--- config.mk ---
export PLATFORM = sky130hd
export DESIGN_NAME = store_write_buffer
export DESIGN_NICKNAME = d
export VERILOG_FILES = /design/src/rtl/riscv_mem_pkg.sv /design/src/rtl/store_align.sv /design/src/rtl/store_write_buffer.sv
export SDC_FILE = /design/constraint.sdc
export NUM_CORES = 1
export LEC_CHECK = 0
export ABC_AREA = 1
export BUFFER_PORTS_ARGS = -buffer_cell sky130_fd_sc_hd__buf_4
export CAP_MARGIN = 20
export CORE_MARGIN = 2
export CORE_UTILIZATION = 50
export CTS_CLUSTER_DIAMETER = 200
export DETAILED_ROUTE_END_ITERATION = 12
export HOLD_SLACK_MARGIN = 0.06
export PLACE_DENSITY = 0.71
export SLEW_MARGIN = 0
export SYNTH_ARGS = -nofsm -noshare
export SYNTH_HDL_FRONTEND = slang
export SYNTH_SLANG_ARGS = --single-unit
export TNS_END_PERCENT = 20
--- constraint.sdc ---
create_clock -name clk -period 3.2 [get_ports clk]
set_clock_uncertainty 0.15 [all_clocks]
set_input_delay 0.16 -clock clk [delete_from_list [all_inputs] [get_ports clk]]
set_output_delay 0.16 -clock clk [all_outputs]
set_load 0.05 [all_outputs]
--- src/rtl/riscv_mem_pkg.sv ---
// Shared store-path types and funct3 encodings for the store write buffer.
// The entry struct is sized by WB_ADDR_W; the buffer's ADDR_W must match it.
package riscv_mem_pkg;

  localparam int unsigned WB_ADDR_W = 32;

  localparam logic [2:0] F3_SB = 3'b000;
  localparam logic [2:0] F3_SH = 3'b001;
  localparam logic [2:0] F3_SW = 3'b010;

  typedef struct packed {
    logic [WB_ADDR_W-1:0] addr;
    logic [31:0]          data;
    logic [3:0]           strb;
  } wb_entry_t;

endpackage

--- src/rtl/store_align.sv ---
// Combinational store lane alignment: replicates data across byte lanes and
// builds byte strobes from funct3 and the low address bits.
module store_align
  import riscv_mem_pkg::*;
(
  input  logic [2:0]  funct3,
  input  logic [1:0]  off,
  input  logic [31:0] data_in,
  output logic [31:0] wdata,
  output logic [3:0]  wstrb,
  output logic        legal
);

  always_comb begin
    wdata = '0;
    wstrb = '0;
    legal = 1'b0;
    case (funct3)
      F3_SB: begin
        wdata = {4{data_in[7:0]}};
        wstrb = 4'b0001 << off;
        legal = 1'b1;
      end
      F3_SH: begin
        wdata = {2{data_in[15:0]}};
        wstrb = 4'b0011 << off;
        legal = ~off[0];
      end
      F3_SW: begin
        wdata = data_in;
        wstrb = 4'b1111;
        legal = (off == 2'b00);
      end
      default: ;
    endcase
  end

endmodule

--- src/rtl/store_write_buffer.sv ---
// In-order store write buffer between MEM stage and the D-cache write port.
// Optional load-hazard address compare is built when WB_LOAD_HAZARD_EN is defined.
module store_write_buffer
  import riscv_mem_pkg::*;
#(
  parameter  int DEPTH  = 4,
  parameter  int ADDR_W = 32,
  localparam int CW     = $clog2(DEPTH + 1)
) (
  input  logic              clk,
  input  logic              rst_n,
  input  logic              st_valid,
  output logic              st_ready,
  input  logic [ADDR_W-1:0] st_addr,
  input  logic [31:0]       st_data,
  input  logic [2:0]        st_funct3,
  output logic              mem_wvalid,
  input  logic              mem_wready,
  output logic [ADDR_W-1:0] mem_waddr,
  output logic [31:0]       mem_wdata,
  output logic [3:0]        mem_wstrb,
  output logic              misalign,
  output logic              empty,
  output logic [CW-1:0]     count
`ifdef WB_LOAD_HAZARD_EN
  ,
  input  logic [ADDR_W-1:0] ld_addr,
  output logic              ld_conflict
`endif
);

  localparam int PW = $clog2(DEPTH);

  logic [31:0] al_wdata;
  logic [3:0]  al_wstrb;
  logic        al_legal;

  store_align u_align (
    .funct3  (st_funct3),
    .off     (st_addr[1:0]),
    .data_in (st_data),
    .wdata   (al_wdata),
    .wstrb   (al_wstrb),
    .legal   (al_legal)
  );

  wb_entry_t         entries_q [DEPTH];
  wb_entry_t         entries_d [DEPTH];
  logic [PW-1:0]     wr_ptr_q, wr_ptr_d;
  logic [PW-1:0]     rd_ptr_q, rd_ptr_d;
  logic [CW-1:0]     count_q, count_d;
  logic              misalign_q, misalign_d;
  logic              accept, push, pop;
  wb_entry_t         new_entry;
  wb_entry_t         head;

  assign st_ready   = (count_q < CW'(DEPTH));
  assign empty      = (count_q == '0);
  assign mem_wvalid = ~empty;
  assign count      = count_q;
  assign misalign   = misalign_q;

  assign accept = st_valid & st_ready;
  assign push   = accept & al_legal;
  assign pop    = mem_wvalid & mem_wready;

  // Word-aligned address; sub-word position lives entirely in the strobes.
  assign new_entry.addr = WB_ADDR_W'({st_addr[ADDR_W-1:2], 2'b00});
  assign new_entry.data = al_wdata;
  assign new_entry.strb = al_wstrb;

  // Storage is cleared on reset, so the head reads as zero while empty after reset.
  assign head      = entries_q[rd_ptr_q];
  assign mem_waddr = ADDR_W'(head.addr);
  assign mem_wdata = head.data;
  assign mem_wstrb = head.strb;

  always_comb begin
    entries_d  = entries_q;
    wr_ptr_d   = wr_ptr_q;
    rd_ptr_d   = rd_ptr_q;
    count_d    = count_q + CW'(push) - CW'(pop);
    misalign_d = accept & ~al_legal;
    if (push) begin
      entries_d[wr_ptr_q] = new_entry;
      wr_ptr_d            = wr_ptr_q + PW'(1);
    end
    if (pop) begin
      rd_ptr_d = rd_ptr_q + PW'(1);
    end
  end

  always_ff @(posedge clk or negedge rst_n) begin
    if (!rst_n) begin
      for (int i = 0; i < DEPTH; i++) entries_q[i] <= '0;
      wr_ptr_q   <= '0;
      rd_ptr_q   <= '0;
      count_q    <= '0;
      misalign_q <= 1'b0;
    end else begin
      entries_q  <= entries_d;
      wr_ptr_q   <= wr_ptr_d;
      rd_ptr_q   <= rd_ptr_d;
      count_q    <= count_d;
      misalign_q <= misalign_d;
    end
  end

`ifdef WB_LOAD_HAZARD_EN
  logic [ADDR_W-1:0] ld_word;
  assign ld_word = ld_addr & ~ADDR_W'(3);

  // An entry is live when its distance from the read pointer is below count.
  always_comb begin
    ld_conflict = 1'b0;
    for (int i = 0; i < DEPTH; i++) begin
      if ((CW'(PW'(PW'(i) - rd_ptr_q)) < count_q) &&
          (ADDR_W'(entries_q[i].addr) == ld_word))
        ld_conflict = 1'b1;
    end
  end
`endif

endmodule

==> results.json, run 1 <==
{
  "post_synth_inst_count": 1696,
  "die-area_um2": 27900,
  "post_route_cells_drive_above_1_share_pct": 12.9,
  "grt_remaining_overflow": 0,
  "routed-wl-met3_um": 3230,
  "endpoint_required_time_on_the_critical_path_ns": 2.89,
  "nNetsFinal": 1911,
  "floorplan.initialDensity_pct": 51.0,
  "tritoncts": "done",
  "clk_root_buffer_cell": "sky130_fd_sc_hd__clkbuf_16",
  "ys_ff_latch": 272,
  "area.sequential_um2": 6810,
  "worst_r2r_endpoint": "entries_q[20]",
  "worstPathCellList": "buf_4, o21ai_0, o22ai_1, buf_4",
  "drt_first_iter_violations": 1559,
  "clock_path_buffers": 3,
  "worstSetupPathType": "reg -> out",
  "routed_wl_um": 40900,
  "power_density_nw_per_um2": 1100,
  "setup_tns_ns": 0,
  "worstMarginPinSlew_ns": 1.00,
  "grt_pass1_vias": 12428,
  "synthArstFlopShare_pct": 100,
  "path_clk_slew_ns": 0.06,
  "critPathArrivalTime_ns": 2.48,
  "synth_area_um2": 13300,
  "critical_path.n_buffers_inverters": 2,
  "max_freq_mhz": 359,
  "number_of_antenna_violations_at_the_first_check_in_global_routing": 0,
  "total_power_of_the_final_layout_mw": 17.9,
  "critPathSlowestCell": "sky130_fd_sc_hd__buf_4",
  "finalWorstPathRequiredPeriod_ns": 2.79,
  "yosysMostFrequentCell": "sky130_fd_sc_hd__nand2_1",
  "ys_top_cells_by_area": "sky130_fd_sc_hd__dfrtp_1 (51%), sky130_fd_sc_hd__nand2_1 (16%), sky130_fd_sc_hd__nand3_1 (7.6%)",
  "synth_enable_flop_cells": 0,
  "report.final.hold_viol_count": 0,
  "holdBufCountCts": 80,
  "crit_path_end_kind": "primary output",
  "detail_route.vias_per_cell": 5.87,
  "drc": 0,
  "post-cts-setup-buffer-count": 0,
  "synth_top_cells_by_count": "sky130_fd_sc_hd__nand2_1 (564), sky130_fd_sc_hd__dfrtp_1 (272), sky130_fd_sc_hd__nand3_1 (201)",
  "clk_latency_ns": 0.55,
  "synth.largest_area_cell": "sky130_fd_sc_hd__dfrtp_1",
  "syn_avg_cell_area_um2": 7.84,
  "crit-reg2reg-launch": "count[2]",
  "dp_hpwl_um": 21600,
  "worst_r2r_path_depth": 8,
  "min_period_over_period_pct": 87.1,
  "setup_repair_after_global_routing_missed_its_margin": "false",
  "reg2reg_slack_ns": 0.63,
  "die-width_um": 167,
  "irDropWorstVdd_mv": 0.976,
  "floorplan.core_area_um2": 26100,
  "cts.htree.levels": 1,
  "via_count": 12850,
  "grt_start_max_net_pins": 89,
  "area_growth_pct": 22.0,
  "ioPinCount": 146,
  "grt_pass1_wl_um": 66400,
  "resized_gates_after_cts": 0,
  "maxCapViolCount": 0,
  "groute.usage.overall_pct": 29.0,
  "synth_seq_area_share_pct": 51.2,
  "top_layer": "met4",
  "multi_input_area_um2": 5750,
  "tritoncts_num_sinks": 272,
  "timing.slew.headroom_pct": 33.2,
  "rows": 59,
  "timing.critical_path.slowest_cell_delay_ns": 0.68,
  "critical_path.most_common_cell": "sky130_fd_sc_hd__buf_4",
  "wirelength_met1_um": 17400,
  "drv_slew": 0,
  "antenna_cells_inserted": 0,
  "yosys_warnings": 0,
  "detail_route.first_pass.iterations": 5,
  "setup.worst_path.start_class": "flip-flop",
  "port-buffer-count": 143,
  "critical-path-top-delay-family": "buffers and inverters",
  "setup_viol_count_final": 0,
  "timing.critical_path.fanout_max": 67,
  "power_leakage_nw": 8.43,
  "wl_per_cell_um": 18.7,
  "die_height_um": 167,
  "ant_nets": 0,
  "met2_length_um": 19500,
  "tritoncts.num_buffers": 30,
  "outcome": "complete, no violations",
  "hold_path_class": "in -> async",
  "gp_routability_congestion": 0.897,
  "ys_dominant_reg_cell": "sky130_fd_sc_hd__dfrtp_1",
  "filler_cell_count": 2290,
  "synthDistinctLibCells": 25,
  "synthDominantCellAreaShare_pct": 51.2
}
## area by class of cell
| type | instances | share of cell area (%) |
|---|---|---|
| sequential | 272 | 42.0 |
| inverter | 25 | 0.602 |
| timing repair buffer | 256 | 13.5 |
| clock inverter | 8 | 0.286 |
| multi-input combinational | 1248 | 35.5 |
| clock buffer | 46 | 5.50 |
| tap | 335 | 2.59 |
## logic make-up after synthesis
logic type                 after synthesis  share of synthesized area (%)
xor gates and xnor gates                 4                          0.264
other                                    1                         0.0282
DFF                                    272                           51.2
AOI/OAI and AO/OA                      203                           8.33
adders and majority gates                7                          0.715
and+or+nand+nor                       1032                           33.6
buffers and inverters                  177                           5.89
## worst max-delay path by stage
stage	from	slack [ns]	depth (start not counted)	end
floorplan	count[2]	0.004	13	count[2]
global placement	count[2]	0.71	8	entries_q[25]
detailed placement	count[2]	0.69	8	entries_q[20]
CTS	rd_ptr_q[1]	0.46	5	mem_waddr[2]
global route	rd_ptr_q[1]	0.36	4	mem_wdata[13]
finish	rd_ptr_q[1]	0.41	4	mem_wdata[14]
## metrics by stage
step	utilization [%]	cell area, um2	hold slack [ns]	instances	worst slack, ns
3_5_place_dp	55.5	14500	0.0551	2056	0.687
2_1_floorplan	-	13300	-0.286	1697	0.00397
3_3_place_gp	55.5	14500	0.0578	2056	0.707
6_report	62.2	16200	0.0370	2190	0.412
4_1_cts	62.2	16200	0.0731	2190	0.456
5_1_grt	62.2	16200	0.123	2190	0.362
## routing by layer
metal  global-route usage (%)  vias to the layer above
met5                        0                        -
met4                     6.63                        0
met3                     3.78                       61
met2                     47.9                      597
met1                     41.1                     6223
li1                         -                     5969
## registers in the layout (all words and copies together) (netlist names)
register,flops
wr_ptr_q,2
count,3
rd_ptr_q,2
misalign,1
entries_q,264
## placed cells by master (no fill, tap or decap), types with 3 or more instances in the layout
master	instances
sky130_fd_sc_hd__buf_12	5
sky130_fd_sc_hd__buf_4	170
sky130_fd_sc_hd__clkbuf_1	9
sky130_fd_sc_hd__clkbuf_16	31
sky130_fd_sc_hd__clkbuf_8	6
sky130_fd_sc_hd__clkinv_2	7
sky130_fd_sc_hd__dfrtp_1	270
sky130_fd_sc_hd__dlygate4sd3_1	80
sky130_fd_sc_hd__ha_2	4
sky130_fd_sc_hd__inv_1	21
sky130_fd_sc_hd__nand2_1	563
sky130_fd_sc_hd__nand3_1	197
sky130_fd_sc_hd__nand3_2	6
sky130_fd_sc_hd__nand4_1	125
sky130_fd_sc_hd__nor2_1	137
sky130_fd_sc_hd__o21ai_0	133
sky130_fd_sc_hd__o22ai_1	66
sky130_fd_sc_hd__xor2_1	3
## power breakdown
group | leakage (nW) | internal (mW) | switching (mW)
combinational | 4.34 | 2.56 | 6.42
clock | 0.464 | 1.91 | 1.39
sequential | 3.63 | 4.83 | 0.768
(Power assumes the default switching activity.)
==> run 2, diff against run 1 <==
--- a/config.mk
+++ b/config.mk
@@ -13,9 +13,11 @@
 export CTS_CLUSTER_DIAMETER = 200
 export DETAILED_ROUTE_END_ITERATION = 12
 export HOLD_SLACK_MARGIN = 0.06
-export PLACE_DENSITY = 0.71
+export PLACE_DENSITY = 0.7
+export SETUP_SLACK_MARGIN = 0.5
 export SLEW_MARGIN = 0
 export SYNTH_ARGS = -nofsm -noshare
 export SYNTH_HDL_FRONTEND = slang
+export SYNTH_HIERARCHICAL = 1
 export SYNTH_SLANG_ARGS = --single-unit
 export TNS_END_PERCENT = 20
==> results.json, run 2 <==
{
  "number_of_antenna_violations_at_the_first_check_in_global_routing": 0,
  "area.sequential_um2": 6810,
  "ys_dominant_reg_cell": "sky130_fd_sc_hd__dfrtp_1",
  "worstMarginPinSlew_ns": 1.35,
  "area_growth_pct": 19.7,
  "ys_top_cells_by_area": "sky130_fd_sc_hd__dfrtp_1 (48%), sky130_fd_sc_hd__nand2_1 (21%), sky130_fd_sc_hd__nand4_1 (12%)",
  "synthDistinctLibCells": 28,
  "floorplan.initialDensity_pct": 51.0,
  "port-buffer-count": 143,
  "cts.htree.levels": 1,
  "grt_start_max_net_pins": 267,
  "setup_repair_after_global_routing_missed_its_margin": "true",
  "finalWorstPathRequiredPeriod_ns": 2.60,
  "wl_per_cell_um": 17.6,
  "outcome": "complete, no violations",
  "setup_viol_count_final": 0,
  "min_period_over_period_pct": 81.2,
  "drt_first_iter_violations": 1509,
  "tritoncts_num_sinks": 272,
  "synth.largest_area_cell": "sky130_fd_sc_hd__dfrtp_1",
  "clock_path_buffers": 3,
  "crit_path_end_kind": "primary output",
  "gp_routability_congestion": 0.852,
  "post-cts-setup-buffer-count": 0,
  "whs_ns": 0.0875,
  "multi_input_area_um2": 6240,
  "die-width_um": 173,
  "via_count": 13685,
  "grt_pass1_vias": 13190,
  "drv_slew": 0,
  "dp_slack_ns": 0.574,
  "tritoncts.num_buffers": 29,
  "nNetsFinal": 2120,
  "rows": 61,
  "synthArstFlopShare_pct": 100,
  "antenna_cells_inserted": 0,
  "syn_avg_cell_area_um2": 7.41,
  "synth_top_cells_by_count": "sky130_fd_sc_hd__nand2_1 (812), sky130_fd_sc_hd__dfrtp_1 (272), sky130_fd_sc_hd__nand4_1 (268)",
  "timing.slew.headroom_pct": 10.2,
  "reg2reg_slack_ns": 0.89,
  "grt_remaining_overflow": 0,
  "hold_path_class": "in -> async",
  "dp_hpwl_um": 23000,
  "endpoint_required_time_on_the_critical_path_ns": 2.89,
  "synth_area_um2": 14200,
  "tritoncts": "done",
  "final_common_cell": "sky130_fd_sc_hd__nand2_1",
  "floorplan.core_area_um2": 27900,
  "grt_pass1_wl_um": 70100,
  "top_register": "entries_q",
  "detail_route.vias_per_cell": 5.61,
  "clk_latency_ns": 0.55,
  "synth_seq_area_share_pct": 47.8,
  "ys_ff_latch": 272,
  "clk_root_buffer_cell": "sky130_fd_sc_hd__clkbuf_16",
  "timing.critical_path.fanout_max": 121,
  "critPathArrivalTime_ns": 2.29,
  "setup_tns_ns": 0,
  "largest_reg_flops": 264,
  "ioPinCount": 146,
  "yosysMostFrequentCell": "sky130_fd_sc_hd__nand2_1",
  "detail_route.first_pass.iterations": 5,
  "post_route_cells_drive_above_1_share_pct": 11.3,
  "groute.usage.overall_pct": 28.4,
  "max_freq_mhz": 385,
  "drc": 0,
  "ant_nets": 0,
  "die-area_um2": 29800,
  "power_density_nw_per_um2": 993,
  "post-route-worst-setup-slack_ns": 0.602,
  "crit-reg2reg-launch": "count[2]",
  "setup.worst_path.start": "rd_ptr_q[0]",
  "path_clk_slew_ns": 0.06,
  "post_synth_inst_count": 1921,
  "mostFrequentLayoutCells": "sky130_fd_sc_hd__nand2_1 (811), sky130_fd_sc_hd__dfrtp_1 (271), sky130_fd_sc_hd__nand4_1 (268)",
  "power_leakage_nw": 9.12,
  "routed_wl_um": 42900,
  "total_power_of_the_final_layout_mw": 16.9,
  "filler_cell_count": 2566,
  "setup.worst_path.start_class": "flip-flop",
  "synth_enable_flop_cells": 0,
  "finish.utilization_pct": 61.0,
  "yosys_warnings": 6,
  "irDropWorstVdd_mv": 0.736,
  "worstSetupPathType": "reg -> out",
  "maxCapViolCount": 0,
  "die_height_um": 173,
  "synthDominantCellAreaShare_pct": 47.8,
  "report.final.hold_viol_count": 0
}
==> run 2: through the flow <==
stage | cell area [um2] | instances
after floorplan | 14200 | 1922
after global placement | 15300 | 2308
after detailed placement | 15300 | 2308
after CTS | 17000 | 2440
after global routing | 17000 | 2440
final | 17000 | 2440
==> run 2: critical path, cell delays in order, from the launching register on <==
cell                      delay [ns]
sky130_fd_sc_hd__dfrtp_4        0.57
sky130_fd_sc_hd__buf_12         0.45
sky130_fd_sc_hd__nor2_1         0.10
sky130_fd_sc_hd__nor2_1         0.10
sky130_fd_sc_hd__o21ai_0        0.09
sky130_fd_sc_hd__nand2_1        0.15
sky130_fd_sc_hd__buf_4          0.22
==> run 2: where the power goes <==
| group | switching [mW] | internal, mW |
|---|---|---|
| registers | 0.668 | 4.60 |
| clock network | 1.37 | 2.00 |
| logic | 5.98 | 2.29 |
==> run 2: logic make-up (layout without fill, tap and decap cells) <==
group / count (synthesis) / count (layout) / synth area share, %
compound gates: 138 / 138 / 4.88
xor+xnor: 2 / 2 / 0.123
fa+ha+maj: 7 / 7 / 0.668
buf+inv: 259 / 399 / 8.55
flops: 272 / 272 / 47.8
other cells: 1 / 2 / 0.0263
simple gates: 1242 / 1242 / 37.9
==> run 2: worst paths after layout <==
kind | end | cells past startpoint
worst max-delay path | mem_wdata[11] | 6
worst min register to register | entries_q[64] | 2
min in group clk | entries_q[267] | 4
max in group asynchronous | entries_q[21] | 3
worst min-delay path | entries_q[267] | 2
worst max register to register | entries_q[133] | 4
==> run 2: repair_timing <==
action / in CTS / in global routing
endpoints found under the setup margin: 0 / 73
gates resized for setup: 0 / 2
hold buffers: 81 / 0
hold endpoints to repair: 538 / 0
==> run 2: per-layer routing <==
layer	share of wire (%)	up-vias	track usage (%)	routed length, um
met1	43	6537	40.0	18300
met3	8.0	63	4.16	3440
met5	0	-	0.481	0
li1	-	6506	-	-
met2	47	579	46.7	20200
met4	2.2	0	6.74	934
==> run 2: cell type report <==
type / count / area share [%]
timing repair buffer: 252 / 13.0
clock buffer: 47 / 5.13
tap: 378 / 2.78
clock inverter: 4 / 0.411
sequential: 272 / 40.0
multi-input combinational: 1391 / 36.6
inverter: 96 / 2.13
